--- src/rtl/pipeline_hazard_ctrl.sv ---
// Pipeline sequencing controller: owns IDLE/RUN/FREEZE, resolves load-use stalls
// and taken-branch flushes, and keeps saturating stall/flush/cycle counters.
module pipeline_hazard_ctrl #(
    parameter int CNT_W = 32,
    parameter int REG_W = 5
) (
    input  logic             clk_i,
    input  logic             rst_i,
    input  logic             start_i,
    input  logic [REG_W-1:0] rs1_i,
    input  logic [REG_W-1:0] rs2_i,
    input  logic             uses_rs2_i,
    input  logic             id_ex_memread_i,
    input  logic [REG_W-1:0] id_ex_rd_i,
    input  logic             branch_taken_i,
    input  logic             dmem_busy_i,
    output logic             pc_write_o,
    output logic             if_id_write_o,
    output logic             if_id_flush_o,
    output logic             id_ex_bubble_o,
    output logic             freeze_o,
    output logic [1:0]       state_o,
    output logic [CNT_W-1:0] stall_cnt_o,
    output logic [CNT_W-1:0] flush_cnt_o,
    output logic [CNT_W-1:0] cycle_cnt_o
);

    typedef enum logic [1:0] {
        ST_IDLE   = 2'b00,
        ST_RUN    = 2'b01,
        ST_FREEZE = 2'b10
    } state_t;

    state_t           r_state;
    logic [CNT_W-1:0] r_stall_cnt;
    logic [CNT_W-1:0] r_flush_cnt;
    logic [CNT_W-1:0] r_cycle_cnt;

    logic w_rd_nonzero;
    logic w_rs1_match;
    logic w_rs2_match;
    logic w_hazard;
    logic w_run_free;
    logic w_active;

    // x0 is hardwired zero, so a load targeting it never creates a dependency.
    assign w_rd_nonzero = (id_ex_rd_i != '0);
    assign w_rs1_match  = (id_ex_rd_i == rs1_i);
    assign w_rs2_match  = uses_rs2_i && (id_ex_rd_i == rs2_i);
    assign w_hazard     = id_ex_memread_i && w_rd_nonzero && (w_rs1_match || w_rs2_match);

    assign w_run_free   = (r_state == ST_RUN) && !dmem_busy_i;
    assign w_active     = (r_state == ST_RUN) || (r_state == ST_FREEZE);

    always_ff @(posedge clk_i) begin
        if (rst_i) begin
            r_state <= ST_IDLE;
        end else if (!start_i) begin
            r_state <= ST_IDLE;
        end else begin
            case (r_state)
                ST_IDLE:   r_state <= ST_RUN;
                ST_RUN:    if (dmem_busy_i) r_state <= ST_FREEZE;
                ST_FREEZE: if (!dmem_busy_i) r_state <= ST_RUN;
                default:   r_state <= ST_IDLE;
            endcase
        end
    end

    // A hazard outranks a taken branch: the branch compared a stale operand
    // and will re-resolve once the bubble has let the load complete.
    always_comb begin
        pc_write_o     = 1'b0;
        if_id_write_o  = 1'b0;
        if_id_flush_o  = 1'b0;
        id_ex_bubble_o = 1'b0;
        freeze_o       = !w_run_free;
        if (w_run_free) begin
            if (w_hazard) begin
                id_ex_bubble_o = 1'b1;
            end else begin
                pc_write_o    = 1'b1;
                if_id_write_o = 1'b1;
                if_id_flush_o = branch_taken_i;
            end
        end
    end

    always_ff @(posedge clk_i) begin
        if (rst_i) begin
            r_stall_cnt <= '0;
            r_flush_cnt <= '0;
            r_cycle_cnt <= '0;
        end else begin
            if (id_ex_bubble_o && (r_stall_cnt != '1)) r_stall_cnt <= r_stall_cnt + 1'b1;
            if (if_id_flush_o && (r_flush_cnt != '1))  r_flush_cnt <= r_flush_cnt + 1'b1;
            if (w_active && (r_cycle_cnt != '1))       r_cycle_cnt <= r_cycle_cnt + 1'b1;
        end
    end

    assign state_o     = r_state;
    assign stall_cnt_o = r_stall_cnt;
    assign flush_cnt_o = r_flush_cnt;
    assign cycle_cnt_o = r_cycle_cnt;

endmodule

--- config.mk ---
export PLATFORM = sky130hd
export DESIGN_NAME = pipeline_hazard_ctrl
export DESIGN_NICKNAME = d
export VERILOG_FILES = /design/src/rtl/pipeline_hazard_ctrl.sv
export SDC_FILE = /design/constraint.sdc
export NUM_CORES = 1
export LEC_CHECK = 0
export BUFFER_PORTS_ARGS = -buffer_cell sky130_fd_sc_hd__clkbuf_2
export CORE_AREA = 3 3 134 84
export CTS_BUF_LIST = sky130_fd_sc_hd__clkbuf_2 sky130_fd_sc_hd__clkbuf_4 sky130_fd_sc_hd__clkbuf_8
export CTS_CLUSTER_DIAMETER = 150
export CTS_CLUSTER_SIZE = 16
export DETAILED_ROUTE_END_ITERATION = 8
export DIE_AREA = 0 0 137 87
export GPL_ROUTABILITY_DRIVEN = 0
export PLACE_DENSITY = 0.78
export SYNTH_ARGS = -nofsm -noshare
export SYNTH_HDL_FRONTEND = slang
export SYNTH_SLANG_ARGS = --single-unit
--- constraint.sdc ---
create_clock -name clk_i -period 2.9 [get_ports clk_i]
set_clock_uncertainty 0.15 [all_clocks]
set_input_delay 0.29 -clock clk_i [delete_from_list [all_inputs] [get_ports clk_i]]
set_output_delay 0.29 -clock clk_i [all_outputs]
set_load 0.05 [all_outputs]
==> qor.csv, run 1 <==
metric,value,unit
total_leakage_power,0.00223,uW
synthesis.nets,644,
num_antenna_cells,0,
drive_above_1_share,0.239,
end_kind,flip-flop,
grt_first_pass_wirelength,22.1,mm
clkSlewWorstSetupHoldPaths,0.09,ns
synth.avg_cell_area,8.18,um^2
port-buffer-count,124,
synthDistinctLibCells,45,
rows,28,
maxCapViolCount,0,
ir_drop,0.222,mV
grt_pass1_vias,4580,
synth_edf_count,0,
min_path_type,in2reg,
synthFlopType,dfxtp_1,
vias,5144,
crit_fanout,7,
antenna_found_initial,0,
ios,125,
clock_latency,0.35,ns
rsz0062_at_grt,false,
track_usage,0.227,
worstSetupPathType,reg2reg,
cts.sinks,98,
cts_max_level,3,
drtIter0Drc,374,
yosys.area.top_type_share,0.389,
chipHeight,87,um
cts_resized,0,
setup_viol,0,
numCtsBuffers,9,
overflow,0,
firstDrtPassIters,5,
detail_route.wirelength,13.6,mm
ant_nets,0,
core_area,9950,um^2
synthTopCellsByArea,"dfxtp_1 (39%), nor2_1 (4.8%), or3_1 (4.7%)",
clk_path_buf_depth,2,
cts_tree,yes,
synthCells,616,
synthesis.area,5040,um^2
finalCritPeriodShare,0.921,
finalWorstSetupSlack,0.230,ns
yosysWarnings,0,
outcome,completed,
ys_ff_latch,98,
grt_max_degree,53,
startpoint_type,flip-flop,
vias_per_cell,5.84,
hpwl,10.3,mm
r2r_setup_slack,0.23,ns
hold_violations,0,
synth_top_area_cell,dfxtp_1,
area_delta_synth_final,20.5,%
yosysSeqAreaShare,0.389,
die_width,137,um
maxSlewHeadroom,0.386,
fmax,0.374,GHz
place_ws,0.243,ns
worst_pin_slew,0.920,ns
start_util,0.506,
root_buffer,clkbuf_8,
cp.arrival,2.74,ns
cellPowerDensity,398,nW/um^2
slew_viol_final,0,
die-area,11900,um^2
holdWs,0.0538,ns
period_minus_slack,2.67,ns
drc,0,
num-fill-cells,905,
ys_async_sr_fraction,0,
worstPathRequired,2.97,ns
final_nets,769,
wire_per_inst,15.5,um
setup_tns,0,ns
==> state kept, by name, summed over array words and instances (netlist names) <==
name         cells
cycle_cnt_o     32
flush_cnt_o     32
state_o          2
stall_cnt_o     32
==> final timing paths <==
kind | to | from | depth (start not counted)
worst max-delay path | stall_cnt_o[20] | stall_cnt_o[0] | 8
worst min-delay path | state_o[1] | start_i | 3
worst min register to register | flush_cnt_o[13] | flush_cnt_o[13] | 2
worst max register to register | stall_cnt_o[20] | stall_cnt_o[0] | 8
==> per-layer routing <==
layer  track usage  wire, um
met3        0.0560      1220
met2         0.333      5740
met4        0.0707       299
met1         0.327      6380
met5             0         0
==> metrics by stage <==
step	std cells	instance area [um^2]	power, uW	util
2_1_floorplan	616	5040	1470	-
3_3_place_gp	863	5850	1510	0.588
3_5_place_dp	863	5850	1520	0.588
4_1_cts	879	6060	2440	0.609
5_1_grt	881	6070	2510	0.610
6_report	881	6070	2420	0.610
==> layout by cell type, fill, tap and decap left out, types with 4 or more instances in the layout <==
| cell type | synthesis | final |
|---|---|---|
| nand3_1 | 40 | 40 |
| mux2_2 | 11 | 11 |
| clkbuf_8 | 0 | 11 |
| or4_1 | 13 | 13 |
| xor2_1 | 20 | 20 |
| inv_1 | 13 | 13 |
| ha_1 | 6 | 6 |
| nor4b_1 | 4 | 4 |
| o21ba_2 | 4 | 4 |
| nor4_1 | 13 | 13 |
| nor2b_1 | 12 | 12 |
| xnor2_1 | 24 | 24 |
| o21ai_0 | 38 | 38 |
| and4_1 | 6 | 6 |
| nand4b_1 | 4 | 4 |
| buf_4 | 1 | 13 |
| nor3_1 | 19 | 19 |
| and3_1 | 10 | 10 |
| a21oi_1 | 47 | 47 |
| clkbuf_2 | 0 | 123 |
| o211ai_1 | 5 | 5 |
| dfxtp_1 | 98 | 97 |
| nor2_1 | 65 | 65 |
| or3_1 | 38 | 38 |
| nand2_1 | 34 | 34 |
| o31ai_1 | 10 | 10 |
| nand4_1 | 28 | 28 |
==> report_power, final <==
group          internal (uW)  switching, uW  total, uW
registers               1350           5.25       1350
logic                   44.4           89.7        134
clock network            475            455        930
==> worst max-delay path, cell delays in order, from the launching register on <==
cell	delay [ns]
dfxtp_1	0.43
ha_1	0.19
nand3_1	0.26
or3_1	0.57
nor4b_1	0.41
buf_4	0.19
nand4_1	0.11
xor2_1	0.17
nor2_1	0.05
==> Yosys cell counts (3+ instances only) <==
| library cell | instances |
|---|---|
| nor3_1 | 19 |
| nor4b_1 | 4 |
| nor2_1 | 65 |
| nand4_1 | 28 |
| buf_2 | 4 |
| nor4_1 | 13 |
| o211ai_1 | 5 |
| nor2b_1 | 12 |
| nand4b_1 | 4 |
| mux2_2 | 11 |
| ha_1 | 6 |
| clkbuf_1 | 20 |
| o21a_1 | 3 |
| nand2_1 | 34 |
| o21ba_2 | 4 |
| inv_1 | 13 |
| a21oi_1 | 47 |
| or2_2 | 3 |
| xor2_1 | 20 |
| o31ai_1 | 10 |
| dfxtp_1 | 98 |
| and4_1 | 6 |
| or3_1 | 38 |
| xnor2_1 | 24 |
| nand3_1 | 40 |
| and2_1 | 3 |
| or4_1 | 13 |
| and3_1 | 10 |
| o21ai_0 | 38 |
==> cells by family after synthesis <==
group                      after synthesis  share of synthesized area
xor gates and xnor gates                44                     0.0765
adders and majority gates                6                     0.0149
and+or+nand+nor                        299                      0.323
buffers and inverters                   38                     0.0301
muxes                                   13                     0.0286
DFF                                     98                      0.389
AOI/OAI and AO/OA                      118                      0.138
==> repair_timing <==
item                                    4_1_cts  5_1_grt
hold buffers                                  0        0
setup buffers                                 0        2
endpoints found under the setup margin        0        2
==> cell type report <==
class,count,area (um^2),share of cell area
Multi-Input combinational cell,480,2920,0.482
Sequential cell,98,1960,0.323
Timing Repair Buffer,139,758,0.125
Clock buffer,14,174,0.0286
Tap cell,135,169,0.0278
Inverter,13,48.8,0.00804
Clock inverter,2,35.0,0.00577
No activity file was read; power rests on OpenSTA's default activity.
==> inputs of run 2 (changes only) <==
- ABC_AREA: unset -> 1
- CORE_AREA: 3 3 134 84 -> 3 3 147 92
- DIE_AREA: 0 0 137 87 -> 0 0 150 95
- PLACE_DENSITY: 0.78 -> 0.75
- TNS_END_PERCENT: unset -> 100
==> run 2 against run 1 <==
Net effect: clock power is 4.3% lower; sequential share of layout area down 4.1 points; sequential power barely moved; first-iteration DRC count up 43%; die area increased by 20%; synthesized cell count up 62%; maximum frequency is 7.0% higher; count of clock-buffer cells in the layout down 2; critical path depth down 1; total power increased by 1.1%; register-to-register slack improved by 0.37 ns; critical path type is now reg2out.
==> qor.csv, run 2 <==
metric,value,unit,change
outcome,completed,,unchanged
hold_violations,0,,unchanged
worstPathRequired,2.46,ns,was 2.97 ns
power.switching,666,uW,was 550 uW
crit_fanout,9,,was 7
cts_setup_buffers,0,,unchanged
min_path_type,in2reg,,unchanged
synthesis.area,6060,um^2,was 5040 um^2
use_met1,0.378,,was 0.327
vias,6497,,"was 5,144"
drive_above_1_share,0.148,,was 0.239
cp.arrival,2.06,ns,was 2.74 ns
antenna_found_initial,0,,unchanged
rows,31,,was 28
period_minus_slack,2.50,ns,was 2.67 ns
synthesis.nets,1025,,was 644
maxCapViolCount,0,,unchanged
num_antenna_cells,0,,unchanged
path_cells,inv_1 -> ha_1 -> nand2_1 -> clkinv_1 -> nand2_1 -> nor2_1 -> clkbuf_2,,was ha_1 -> nand3_1 -> or3_1 -> nor4b_1 -> buf_4 -> nand4_1 -> xor2_1 -> nor2_1
overflow,0,,unchanged
numCtsBuffers,9,,unchanged
die_width,150,um,was 137 um
use_met2,0.315,,was 0.333
cts.sinks,98,,unchanged
place_ws,0.642,ns,was 0.243 ns
timing.critical_path.slowest_stage_cell,clkbuf_2,,was or3_1
synthDistinctLibCells,32,,was 45
worst_pin_slew,0.790,ns,was 0.920 ns
intPower,1780,uW,was 1870 uW
synth_top_area_cell,dfxtp_1,,unchanged
mostFrequentLayoutCells,"nand2_1 (342), nor2_1 (177), clkbuf_2 (124), dfxtp_1 (98), inv_1 (89)",,"was clkbuf_2 (123), dfxtp_1 (97), nor2_1 (65), a21oi_1 (47), nand3_1 (40)"
detail_route.wirelength,16.8,mm,was 13.6 mm
final_nets,1139,,was 769
ctsHoldBuffers,0,,unchanged
drtIter0Drc,536,,was 374
combinationalPowerShare,0.080,,was 0.055
ys_ff_latch,98,,unchanged
core_area,12100,um^2,was 9950 um^2
start_util,0.501,,was 0.506
worstSetupPathType,reg2out,,was reg2reg
yosys.area.top_type_share,0.324,,was 0.389
power.total,2450,uW,was 2420 uW
drc,0,,unchanged
grt_first_pass_wirelength,27.3,mm,was 22.1 mm
p_clk_frac,0.364,,was 0.385
hpwl,12.6,mm,was 10.3 mm
synth.avg_cell_area,6.08,um^2,was 8.18 um^2
setup_viol,0,,unchanged
crit_top_cell,nand2_1,,
post-synth-top-count-cell,nand2_1,,was dfxtp_1
cellPowerDensity,352,nW/um^2,was 398 nW/um^2
seqPwrFrac,0.556,,was 0.560
ant_nets,0,,unchanged
wire_per_inst,13.1,um,was 15.5 um
mostFrequentLayoutCell,nand2_1,,was clkbuf_2
grt-busiest-layer,met1,,was met2
die-area,14300,um^2,"was 11,900 um^2"
dp_cells,1264,,was 863
end_kind,output pin,,was flip-flop
ios,125,,unchanged
clkSlewWorstSetupHoldPaths,0.10,ns,was 0.09 ns
yosysSeqAreaShare,0.324,,was 0.389
finalWorstSetupSlack,0.404,ns,was 0.230 ns
maxSlewHeadroom,0.473,,was 0.386
startpoint_type,flip-flop,,unchanged
cts_max_level,3,,unchanged
track_usage,0.237,,was 0.227
switching_share,0.272,,was 0.227
grt_max_degree,52,,was 53
area_delta_synth_final,14.7,%,was 20.5%
vias_per_cell,5.07,,was 5.84
total_leakage_power,0.00288,uW,was 0.00223 uW
root_buffer,clkbuf_8,,unchanged
yosysWarnings,0,,unchanged
clock_latency,0.38,ns,was 0.35 ns
fmax,0.401,GHz,was 0.374 GHz
finalCritPeriodShare,0.861,,was 0.921
cpPeakStageDelay,0.36,ns,was 0.57 ns
setup_tns,0,ns,unchanged
port-buffer-count,124,,unchanged
final_cells,1281,,was 881
ys_top_cells_by_count,"nand2_1 (342), nor2_1 (178), dfxtp_1 (98)",,"was dfxtp_1 (98), nor2_1 (65), a21oi_1 (47)"
cts_resized,0,,unchanged
firstDrtPassIters,6,,was 5
grt.met3_usage,0.0528,,was 0.0560
ir_drop,0.200,mV,was 0.222 mV
clk_path_buf_depth,2,,unchanged
synthTopCellsByArea,"dfxtp_1 (32%), nand2_1 (21%), nor2_1 (11%)",,"was dfxtp_1 (39%), nor2_1 (4.8%), or3_1 (4.7%)"
synthFlopType,dfxtp_1,,unchanged
slew_viol_final,0,,unchanged
rsz0062_at_grt,false,,unchanged
synth_edf_count,0,,unchanged
ys_async_sr_fraction,0,,unchanged
grt_pass1_vias,5355,,"was 4,580"
cts_tree,yes,,unchanged
chipHeight,95,um,was 87 um
synthCells,997,,was 616
## run 2: cell types whose count changed after synthesis, sizes merged, moves of 14 or more
cell	delta
nor3	+19
nand2	+312
or3	-38
nor4	-14
inv	+79
o21ai	-29
a21oi	+20
buf	+14
nor2	+120
## run 2: critical path: cells and delay by family (launching register included)
kind,cells,cell delay [ns]
buffers and inverters,3,0.63
and+or+nand+nor,3,0.52
DFF,1,0.35
adders and majority gates,1,0.18
## run 2: cells by family after synthesis
family / count (synthesis) / synth area share
fa+ha+maj: 6 / 0.0124
buf+inv: 119 / 0.0855
simple gates: 651 / 0.449
compound gates: 80 / 0.0673
flops: 98 / 0.324
xor+xnor: 43 / 0.0622
## run 2: stage by stage
stage | cell area [um^2] | hold WS (ns) | util
global route | 6950 | 0.151 | 0.575
floorplan | 6060 | 0.299 | -
global placement | 6750 | 0.323 | 0.558
finish | 6950 | 0.138 | 0.575
detailed placement | 6750 | 0.334 | 0.558
CTS | 6940 | 0.00191 | 0.574
## run 2: cell type report
class / count / area [um^2]
inverter: 93 / 349
timing repair buffer: 129 / 661
clock inverter: 4 / 33.8
tap: 165 / 206
sequential: 98 / 1960
clock buffer: 12 / 159
multi-input combinational: 780 / 3580
fill: 1227 / 5150
## run 2: final timing paths
kind	cells past startpoint	startpoint	slack, ns	end
hold / removal	4	dmem_busy_i	0.14	state_o[1]
setup reg to reg	11	cycle_cnt_o[0]	0.60	cycle_cnt_o[8]
setup / recovery	7	state_o[1]	0.40	if_id_flush_o
hold reg to reg	2	cycle_cnt_o[31]	0.35	cycle_cnt_o[31]
## run 2: layer usage
metal,wire length (um),part of all wire
met1,8750,0.52
met2,6310,0.38
met3,1550,0.092
met4,201,0.012
met5,0,0
## run 2: power by group through the flow
stage | sequential, uW | combinational, uW | clock (uW)
floorplan | 1410 | 130 | 0
global placement | 1390 | 192 | 0
detailed placement | 1390 | 195 | 0
CTS | 1360 | 195 | 922
global route | 1360 | 217 | 968
finish | 1360 | 196 | 890
